File: src/rtl/jk_pkg.sv
// Shared JK flip-flop definitions: excitation codes and the inverse
// characteristic that maps a (current, desired) bit pair onto {j,k}.
package jk_pkg;

    localparam logic [1:0] JK_HOLD   = 2'b00;
    localparam logic [1:0] JK_RESET  = 2'b01;
    localparam logic [1:0] JK_SET    = 2'b10;
    localparam logic [1:0] JK_TOGGLE = 2'b11;

    // Inverse JK characteristic. Don't-cares resolve to 0, so toggle is never produced.
    function automatic logic [1:0] jk_excite(input logic q, input logic q_next);
        logic [1:0] jk;
        case ({q, q_next})
            2'b01:   jk = JK_SET;
            2'b10:   jk = JK_RESET;
            default: jk = JK_HOLD;
        endcase
        return jk;
    endfunction

endpackage

File: src/rtl/jk_stage.sv
// Single JK flip-flop stage: updates on the falling clock edge and is
// cleared asynchronously by an active-low clear.
module jk_stage (
    input  logic clk,
    input  logic clr_n,
    input  logic j,
    input  logic k,
    output logic q
);

    logic q_q;
    logic q_d;

    // JK characteristic equation.
    always_comb begin
        q_d = (j & ~q_q) | (~k & q_q);
    end

    // Falling-edge state bit with asynchronous clear.
    always_ff @(negedge clk or negedge clr_n) begin
        if (!clr_n) begin
            q_q <= 1'b0;
        end else begin
            q_q <= q_d;
        end
    end

    assign q = q_q;

endmodule

File: src/rtl/jk_mod_counter.sv
// Up/down modulo-MOD counter built from JK stages. The desired next state is
// computed first, then turned into per-bit J/K excitation for the stages.
module jk_mod_counter
    import jk_pkg::*;
#(
    parameter int WIDTH = 4,
    parameter int MOD   = 10
) (
    input  logic             clk,
    input  logic             clr_n,
    input  logic             en,
    input  logic             up,
    input  logic             load,
    input  logic [WIDTH-1:0] load_val,
    output logic [WIDTH-1:0] q,
    output logic [WIDTH-1:0] j_vec,
    output logic [WIDTH-1:0] k_vec,
    output logic             tc,
    output logic             load_err
);

    if (WIDTH < 1 || WIDTH > 16) begin : g_bad_width
        $fatal(1, "jk_mod_counter: WIDTH must be in 1..16");
    end else if (MOD < 2 || MOD > (2 ** WIDTH)) begin : g_bad_mod
        $fatal(1, "jk_mod_counter: MOD must be in 2..2**WIDTH");
    end

    // The modulus may equal 2**WIDTH, so the range compare needs one extra bit.
    localparam logic [WIDTH:0]   MOD_W = (WIDTH + 1)'(MOD);
    localparam logic [WIDTH-1:0] MAX_V = WIDTH'(MOD - 1);
    localparam logic [WIDTH-1:0] ONE_V = WIDTH'(1);
    localparam logic [WIDTH-1:0] ZERO_V = {WIDTH{1'b0}};

    logic [WIDTH-1:0] nxt_s;
    logic             wrap_s;
    logic             bad_load_s;
    logic             tc_q;
    logic             tc_d;
    logic             load_err_q;
    logic             load_err_d;

    // Target next state: load beats count beats hold; out-of-range loads saturate.
    always_comb begin
        nxt_s      = q;
        wrap_s     = 1'b0;
        bad_load_s = 1'b0;
        if (load) begin
            if ({1'b0, load_val} < MOD_W) begin
                nxt_s = load_val;
            end else begin
                nxt_s      = MAX_V;
                bad_load_s = 1'b1;
            end
        end else if (en) begin
            if (up) begin
                if (q == MAX_V) begin
                    nxt_s  = ZERO_V;
                    wrap_s = 1'b1;
                end else begin
                    nxt_s = q + ONE_V;
                end
            end else begin
                if (q == ZERO_V) begin
                    nxt_s  = MAX_V;
                    wrap_s = 1'b1;
                end else begin
                    nxt_s = q - ONE_V;
                end
            end
        end else begin
            nxt_s = q;
        end
    end

    // Per-bit J/K excitation that steers each stage onto the target state.
    always_comb begin
        j_vec = {WIDTH{1'b0}};
        k_vec = {WIDTH{1'b0}};
        for (int i = 0; i < WIDTH; i++) begin
            {j_vec[i], k_vec[i]} = jk_excite(q[i], nxt_s[i]);
        end
    end

    for (genvar g = 0; g < WIDTH; g++) begin : g_stage
        jk_stage u_stage (
            .clk   (clk),
            .clr_n (clr_n),
            .j     (j_vec[g]),
            .k     (k_vec[g]),
            .q     (q[g])
        );
    end

    // Next values for the wrap pulse and the sticky load-error flag.
    always_comb begin
        tc_d       = wrap_s;
        load_err_d = load_err_q | bad_load_s;
    end

    // Status flags share the stages' falling-edge timing and clear.
    always_ff @(negedge clk or negedge clr_n) begin
        if (!clr_n) begin
            tc_q       <= 1'b0;
            load_err_q <= 1'b0;
        end else begin
            tc_q       <= tc_d;
            load_err_q <= load_err_d;
        end
    end

    assign tc       = tc_q;
    assign load_err = load_err_q;

endmodule

File: config.mk
export PLATFORM = sky130hd
export DESIGN_NAME = jk_mod_counter
export DESIGN_NICKNAME = d
export VERILOG_FILES = /design/src/rtl/jk_pkg.sv /design/src/rtl/jk_stage.sv /design/src/rtl/jk_mod_counter.sv
export SDC_FILE = /design/constraint.sdc
export NUM_CORES = 1
export LEC_CHECK = 0
export CAP_MARGIN = 20
export CORE_MARGIN = 10
export CORE_UTILIZATION = 25
export CTS_CLUSTER_SIZE = 28
export DETAILED_ROUTE_END_ITERATION = 7
export SLEW_MARGIN = 20
export SYNTH_ARGS = -nofsm -noshare
export SYNTH_HDL_FRONTEND = slang
export SYNTH_SLANG_ARGS = --single-unit
File: constraint.sdc
create_clock -name clk -period 2 [get_ports clk]
set_input_delay 0.4 -clock clk [delete_from_list [all_inputs] [get_ports clk]]
set_output_delay 0.4 -clock clk [all_outputs]
set_load 0.03 [all_outputs]
==> flow_summary.toml <==
[clock_network]
clk_latency_ns = 0.26
htreeDepth = 1
cts_made_buffers = 3
tritoncts = "done"
cts_hold_buf = 0
cts-root-buf = "clkbuf_4"
clk_path_buf_depth = 2
numClockSinks = 6
clkTransAtPathRegs_ns = 0.04

[power_and_ir_drop]
p_leak_nw = 0.502
p_clk_frac = 0.174
vdd_drop_max_uv = 470
power_mw = 0.669
p_switching_mw = 0.267
swShare = 0.399
comb_power_share = 0.599
power_density_nw_per_um2 = 589
p_int_mw = 0.403
pwr-share-seq = 0.227

[placement]
place.gp.congestion = 0.798
place_area_sq_um = 903
portBuffers = 22
dpl.hpwl_um = 1530

[routing]
dr.max_layer_used = "met4"
wl_um = 2190
wl_met2_um = 1230
vias = 735
wl_per_cell_um = 15.2
drc = 0
drt_iter0_drc = 35
antenna_left = 0
wl_met3_um = 116
dr.pass1.iters = 4
wl_met1_um = 807
vias_per_cell = 5.10

[cells_and_area]
drive_gt1_frac = 0.595
final_cell_mix = "buf_4 (26), buf_6 (18), dfrtn_1 (6)"
multiInputGateArea_sq_um = 433
area_growth_pct = 85.1
register_area_sq_um = 150
fin_nets = 127
stdcell_area_sq_um = 1140
final_util = 0.500
final_common_cell = "buf_4"
fillers = 230
antenna-diode-count = 0

[setup_path]
crit_chain = "nand2b_1 > a221o_1 > and3_4 > o31ai_4 > buf_6"
cpMaxStageDelayCell = "dfrtn_1"
critPathArrivalTime_ns = 2.73
r2r_start = "g_stage[3].u_stage.q"
startpoint_type = "register"
crit_path_start = "g_stage[3].u_stage.q"
critical_path_class = "reg -> out"
critical_path_required_ns = 1.60
cp_slowest_stage_delay_ns = 0.46
cp-end-kind = "primary output"
reg2reg_depth = 4
path_max_fanout = 4

[floorplan]
ioPinCount = 23
rows = 17
fp.dieH_um = 69.6
core_area_sq_um = 2280
die-area_sq_um = 4840
start_util = 0.270
die_w_um = 69.6

[hold_path]
hold_class = "reg -> reg"
worstHoldStart = "load_err"
min_path_cells = 1

[global_route]
grt_pass1_wl_um = 3220
antenna_found_initial = 0
grt_max_degree = 10
grt_usage = 0.0778
first_global_vias = 767
grt.overflow.total = 0

[synthesis]
syn_avg_cell_area_sq_um = 7.78
ys_ff_latch = 6
syn-num-nets = 88
syn_area_sq_um = 614
synth_cell_type_count = 35
synth_cells = 79
yosysWarnings = 0
ys_seq_area_frac = 0.244

[outcome]
status = "finished with violations"
violations = "setup timing"

[job]
cap_violations = 0

[timing]
worst_pin_slew_ns = 0.390
fin_setup_tns_ns = -10.69
finalMaxSlewViolations = 0
rsz0062_at_grt = "true"
setup_viol = 17
hold_viol_final = 0
fin_ws_ns = -1.13
fin_worst_skew_ns = 0.00572
slew_headroom = 0.740
==> flip-flops by register name (all words and copies together), names as in the netlist <==
| register | cells |
|---|---|
| g_stage.u_stage.q | 4 |
| load_err | 1 |
| tc | 1 |
==> kinds of logic after synthesis <==
logic type	Yosys count	synth area share
simple gates	27	0.238
compound gates	22	0.263
flops	6	0.244
mux	1	0.0163
buf+inv	22	0.224
xor+xnor	1	0.0143
==> final timing paths <==
check	to	slack (ns)
worst max-delay path	k_vec[1]	-1.13
worst max register to register	g_stage[1].u_stage.q	0.49
min in group asynchronous	g_stage[3].u_stage.q	1.27
max in group asynchronous	tc	0.47
worst min-delay path	load_err	0.44
worst min register to register	load_err	0.44
==> metal layers <==
metal  GRT usage  up-vias
met1      0.0751      360
met4      0.0244        0
met2       0.146       21
li1            -      350
met3      0.0300        4
met5           0        -
==> repair_timing <==
item	CTS	global route
pin swaps	4	9
hold endpoints to repair	0	0
buffers inserted	7	4
gates resized for setup	30	20
setup endpoints to repair	20	18
==> critical path: cells and delay by family (launching register included) <==
| family | cells | cell delay [ns] |
|---|---|---|
| AO/OA/AOI/OAI | 2 | 0.56 |
| buffers and inverters | 1 | 0.16 |
| flip-flops | 1 | 0.46 |
| AND/OR/NAND/NOR | 2 | 0.29 |
==> synth_stat cells <==
master	n	share of area
and3_1	1	0.010
nand2_1	5	0.031
nand4b_1	1	0.014
nand3_1	1	0.0081
a211oi_1	1	0.012
nor2b_1	3	0.031
inv_1	4	0.024
o31a_1	1	0.014
o31ai_1	2	0.024
o22ai_1	1	0.010
o2bb2ai_1	1	0.014
buf_2	2	0.016
a21o_1	1	0.012
mux2i_1	1	0.016
o32ai_1	1	0.014
clkbuf_1	3	0.018
dfrtn_1	6	0.24
a21oi_1	4	0.033
buf_4	12	0.15
nand4_1	2	0.020
a32o_1	1	0.016
buf_6	1	0.018
nand2b_1	3	0.031
a31oi_1	1	0.010
a221o_1	2	0.033
xor2_1	1	0.014
o2111a_1	1	0.018
o21ai_0	3	0.024
and2_1	2	0.020
o211ai_1	1	0.012
a32oi_1	1	0.014
nor2_1	3	0.018
nor3_1	3	0.024
nor4_1	2	0.020
or2_0	1	0.010
==> area by class of cell <==
| class | count | area share |
|---|---|---|
| multi-input combinational | 51 | 0.381 |
| clock buffer | 3 | 0.0198 |
| sequential | 6 | 0.132 |
| tap | 28 | 0.0308 |
| inverter | 4 | 0.0132 |
| timing repair buffer | 52 | 0.424 |
==> power by group through the flow <==
stage	clock [mW]	sequential, mW	combinational, mW
2_1_floorplan	0	0.144	0.239
3_3_place_gp	0	0.149	0.305
3_5_place_dp	0	0.150	0.308
4_1_cts	0.120	0.150	0.353
5_1_grt	0.127	0.154	0.428
6_report	0.116	0.152	0.401
==> stage by stage <==
stage               instances  hold WS (ns)  setup slack (ns)
global placement          133         0.416            -0.956
finish                    144         0.436             -1.13
global route              144         0.448             -1.21
floorplan                  79         0.618            -0.946
detailed placement        133         0.419            -0.961
CTS                       143         0.444             -1.12
Note: power is estimated with default switching activity, not from simulation.
